$ cat src/rtl/ras.sv
// Return address stack: circular stack of predicted return targets with checkpoint restore.
// Optional macro RAS_UNDERFLOW_GUARD_EN: a pop at count 0 leaves the pointer untouched.
module ras #(
    parameter int RAS_ENTRIES      = 8,
    parameter int RAS_INDEX_WIDTH  = $clog2(RAS_ENTRIES),
    parameter int RAS_TARGET_WIDTH = 31
) (
    input  logic                        CLK,
    input  logic                        nRST,
    input  logic                        pop_valid,
    input  logic                        push_valid,
    input  logic [RAS_TARGET_WIDTH-1:0] link_pc,
    output logic [RAS_TARGET_WIDTH-1:0] ret_ra,
    output logic [RAS_INDEX_WIDTH-1:0]  ras_index,
    output logic [RAS_INDEX_WIDTH:0]    ras_count,
    output logic                        ras_empty,
    input  logic                        restore_valid,
    input  logic [RAS_INDEX_WIDTH-1:0]  restore_index,
    input  logic [RAS_INDEX_WIDTH:0]    restore_count
);

    localparam logic [RAS_INDEX_WIDTH:0] COUNT_FULL = RAS_INDEX_WIDTH'(RAS_ENTRIES - 1) + 1'b1;
    localparam logic [RAS_INDEX_WIDTH:0] COUNT_ZERO = '0;

    logic [RAS_TARGET_WIDTH-1:0] stack_q [RAS_ENTRIES];
    logic [RAS_INDEX_WIDTH-1:0]  index_q, index_d;
    logic [RAS_INDEX_WIDTH:0]    count_q, count_d;
    logic                        wr_en;
    logic [RAS_INDEX_WIDTH-1:0]  wr_idx;
    logic                        pop_eff;
    logic [RAS_INDEX_WIDTH-1:0]  index_inc;
    logic [RAS_INDEX_WIDTH-1:0]  index_dec;

    assign index_inc = index_q + 1'b1;
    assign index_dec = index_q - 1'b1;

`ifdef RAS_UNDERFLOW_GUARD_EN
    // An empty stack ignores pops; a push+pop then degenerates to a plain push.
    assign pop_eff = pop_valid && (count_q != COUNT_ZERO);
`else
    assign pop_eff = pop_valid;
`endif

    always_comb begin
        index_d = index_q;
        count_d = count_q;
        wr_en   = 1'b0;
        wr_idx  = index_q;
        if (restore_valid) begin
            index_d = restore_index;
            count_d = restore_count;
        end else if (push_valid && pop_eff) begin
            wr_en  = 1'b1;
            wr_idx = index_q;
        end else if (push_valid) begin
            wr_en   = 1'b1;
            wr_idx  = index_inc;
            index_d = index_inc;
            if (count_q < COUNT_FULL) begin
                count_d = count_q + 1'b1;
            end
        end else if (pop_eff) begin
            index_d = index_dec;
            if (count_q != COUNT_ZERO) begin
                count_d = count_q - 1'b1;
            end
        end
    end

    always_ff @(posedge CLK or negedge nRST) begin
        if (!nRST) begin
            index_q <= '0;
            count_q <= '0;
        end else begin
            index_q <= index_d;
            count_q <= count_d;
        end
    end

    always_ff @(posedge CLK or negedge nRST) begin
        if (!nRST) begin
            for (int i = 0; i < RAS_ENTRIES; i++) begin
                stack_q[i] <= '0;
            end
        end else if (wr_en) begin
            stack_q[wr_idx] <= link_pc;
        end
    end

    assign ret_ra    = stack_q[index_q];
    assign ras_index = index_q;
    assign ras_count = count_q;
    assign ras_empty = (count_q == COUNT_ZERO);

endmodule
$ cat config.mk
export PLATFORM = sky130hd
export DESIGN_NAME = ras
export DESIGN_NICKNAME = d
export VERILOG_FILES = /design/src/rtl/ras.sv
export SDC_FILE = /design/constraint.sdc
export NUM_CORES = 1
export LEC_CHECK = 0
export ABC_AREA = 1
export BUFFER_PORTS_ARGS = -buffer_cell sky130_fd_sc_hd__buf_2
export CORE_MARGIN = 2
export CORE_UTILIZATION = 61
export CTS_CLUSTER_DIAMETER = 200
export DETAILED_ROUTE_END_ITERATION = 10
export PLACE_DENSITY_LB_ADDON = 0.12
export SETUP_SLACK_MARGIN = 0.02
export SKIP_CTS_REPAIR_TIMING = 1
export SLEW_MARGIN = 20
export SYNTH_ARGS = -nofsm -noshare
export SYNTH_HDL_FRONTEND = slang
export SYNTH_SLANG_ARGS = --single-unit
$ cat constraint.sdc
create_clock -name CLK -period 2.4 [get_ports CLK]
set_input_delay 0.48 -clock CLK [delete_from_list [all_inputs] [get_ports CLK]]
set_output_delay 0.48 -clock CLK [all_outputs]
set_load 0.005 [all_outputs]
==> flow_metrics.env <==
export IMPL_grt_max_degree=108
export IMPL_finalCritPeriodShare=1.09
export IMPL_cellLeakagePower_nw=7.61
export IMPL_final_core_utilization=0.704
export IMPL_routabilityCongestion=0.814
export IMPL_finalNonFillerCells=2049
export IMPL_drtIter0Drc=1380
export IMPL_routed_wl_um=40600
export IMPL_synth_area_um2=13300
export IMPL_dieArea_um2=23000
export IMPL_area_delta_synth_final_pct=14.5
export IMPL_tightest_slew_ns=0.609
export IMPL_path_clk_slew_ns=0.06
export IMPL_crit_type="flop to output port"
export IMPL_cp_start_kind="flop"
export IMPL_start_util=0.615
export IMPL_final_max_slew_viol_count=0
export IMPL_synth_seq_area_share=0.480
export IMPL_cp_slowest_stage_delay_ns=0.53
export IMPL_n_fill_cell=1754
export IMPL_clock_latency_ns=0.56
export IMPL_cts_sinks=255
export IMPL_min_path_type="input pin to flop"
export IMPL_grt_usage=0.334
export IMPL_synth_distinct_cells=29
export IMPL_fin_skew_ns=0.0213
export IMPL_fin_ws_ns=-0.224
export IMPL_cts_root_buf="clkbuf_16"
export IMPL_fp_coreArea_um2=21600
export IMPL_place_inst=1982
export IMPL_hold_slack_ns=0.227
export IMPL_antenna_found_initial=4
export IMPL_htreeDepth=1
export IMPL_period_minus_slack_ns=2.62
export IMPL_vias=12200
export IMPL_dp_hpwl_um=21900
export IMPL_worstPathMaxFanout=27
export IMPL_maxSlewHeadroom=0.594
export IMPL_die_h_um=152
export IMPL_ys_ff_latch=255
export IMPL_yosys_area_top_type="dfrtp_1"
export IMPL_io_buffers=81
export IMPL_grt_pass1_vias=11400
export IMPL_hold_viol=0
export IMPL_num_rows=54
export IMPL_status="finished, violations left"
export IMPL_required_ns=1.92
export IMPL_crit_slowest_cell="dfrtp_4"
export IMPL_seqCellArea_um2=6390
export IMPL_fin_setup_tns_ns=-5.16
export IMPL_synth_top_area_frac=0.480
export IMPL_postLayoutCellArea_um2=15200
export IMPL_clockBufferDepth=3
export IMPL_drc=0
export IMPL_die_width_um=152
export IMPL_crit_chain="buf_12 -> buf_16 -> a21oi_1 -> o21ai_1 -> nand3_1 -> o21a_1 -> buf_2"
export IMPL_gr_total_overflow=0
export IMPL_viasPerCell=5.94
export IMPL_cts_tree="built"
export IMPL_placed_cell_area_um2=14000
export IMPL_violations="negative setup slack"
export IMPL_final_setup_viol_count=31
export IMPL_wl_per_cell_um=19.8
export IMPL_num_nets_final=1797
export IMPL_synthCells=1719
export IMPL_power_density_nw_per_um2=1170
export IMPL_synth_top_cells_by_area="dfrtp_1 48%, nand2_1 15%, o21bai_1 7.0%, nand3_1 6.2%, o21ai_0 5.1%"
export IMPL_rsz0062_at_grt="yes"
export IMPL_drive_above_1_share=0.130
export IMPL_multi_input_area_um2=5700
export IMPL_cp_arrival_ns=2.14
export IMPL_cp_end_kind="output port"
export IMPL_vdd_drop_max_mv=0.755
export IMPL_cap_violations=0
export IMPL_fmax_ghz=0.381
export IMPL_yosys_warnings=0
export IMPL_antenna_left=0
export IMPL_grt_pass1_wl_um=60400
export IMPL_cts_made_buffers=28
export IMPL_avgSynthCellArea_um2=7.73
export IMPL_synth_net_count=1767
export IMPL_io_pins=82
export IMPL_num_antenna_cells=0
export IMPL_first_pass_iters=6
power by group:
part           internal [mW]  switching, mW
Clock                   2.44           1.76
Combinational           2.61           3.58
Sequential              6.42           1.05
worst max-delay path: cells and delay by family (launching register included):
| kind | cells | cell delay, ns |
|---|---|---|
| DFF | 1 | 0.53 |
| AOI/OAI and AO/OA | 3 | 0.48 |
| buffers and inverters | 3 | 0.48 |
| and+or+nand+nor | 1 | 0.10 |
synthesized netlist by cell type:
| library cell | number |
|---|---|
| nand2b_1 | 1 |
| or2_2 | 1 |
| clkbuf_1 | 43 |
| a21oi_1 | 66 |
| nor2_4 | 5 |
| inv_1 | 129 |
| o21ai_0 | 135 |
| mux2i_1 | 1 |
| nand3_1 | 164 |
| buf_1 | 11 |
| buf_6 | 3 |
| nor4_1 | 1 |
| nor2_1 | 69 |
| nor3_1 | 1 |
| nand2_2 | 3 |
| nand2_4 | 1 |
| inv_2 | 5 |
| buf_4 | 7 |
| a22oi_1 | 1 |
| buf_2 | 91 |
| xnor2_1 | 1 |
| nand2_1 | 531 |
| nor2_2 | 2 |
| o21a_1 | 32 |
| ha_1 | 4 |
| o22ai_1 | 31 |
| fa_1 | 1 |
| o21bai_1 | 124 |
| dfrtp_1 | 255 |
layout make-up:
type / count / share of cell area
clock buffers: 42 / 0.0561
clock inverters: 8 / 0.00337
inverters: 134 / 0.0344
multi-input cells: 1175 / 0.374
flip-flops and latches: 255 / 0.420
well taps: 280 / 0.0230
repair buffers: 155 / 0.0892
cell families after synthesis:
logic type	Yosys count	share of synthesized area
multiplexers	1	0.000753
flip-flops	255	0.480
XOR/XNOR	1	0.000659
AO/OA/AOI/OAI	389	0.179
AND/OR/NAND/NOR	779	0.240
buffers and inverters	289	0.0939
adder cells (fa/ha/maj)	5	0.00527
per-stage QoR:
stage               setup WS, ns  power [mW]
detailed placement         0.300        13.2
global placement           0.349        13.0
floorplan                  0.165        11.4
global route              -0.279        19.1
finish                    -0.224        17.9
CTS                       -0.290        17.5
routing by layer:
layer	share of wire	GRT usage	wire, um	vias to the layer above
li1	-	-	-	5574
met1	0.41	0.468	16700	5869
met2	0.47	0.544	18900	628
met3	0.099	0.0536	4030	85
met4	0.022	0.0917	907	8
met5	0.0013	0	52	-
placed cells by master, fill, tap and decap left out, types with 5 or more instances in the layout:
cell type,instances
nor2_1,68
o21a_1,32
buf_12,17
buf_2,80
buf_4,43
o21ai_1,32
dfrtp_1,253
inv_1,127
clkbuf_16,34
o21bai_1,124
o21ai_0,102
o22ai_1,30
clkinv_2,7
nor2_4,5
nand3_1,163
nand2_1,530
a21oi_1,62
inv_2,5
clkbuf_8,10
final timing paths:
check,startpoint,endpoint,slack [ns],cells past startpoint
worst min-delay path,link_pc[19],stack_q[236],0.23,3
worst min register to register,stack_q[71],stack_q[71],0.47,2
min in group asynchronous,nRST,ras_count[2],0.51,2
worst max-delay path,ras_index[0],ret_ra[1],-0.22,7
worst max register to register,ras_index[0],stack_q[240],0.16,12
max in group asynchronous,nRST,stack_q[10],1.14,3
registers in the layout (all words and copies together), names as in the netlist:
register	flops
ras_count	4
ras_index	3
stack_q	248
Note: power is estimated with default switching activity, not from simulation.
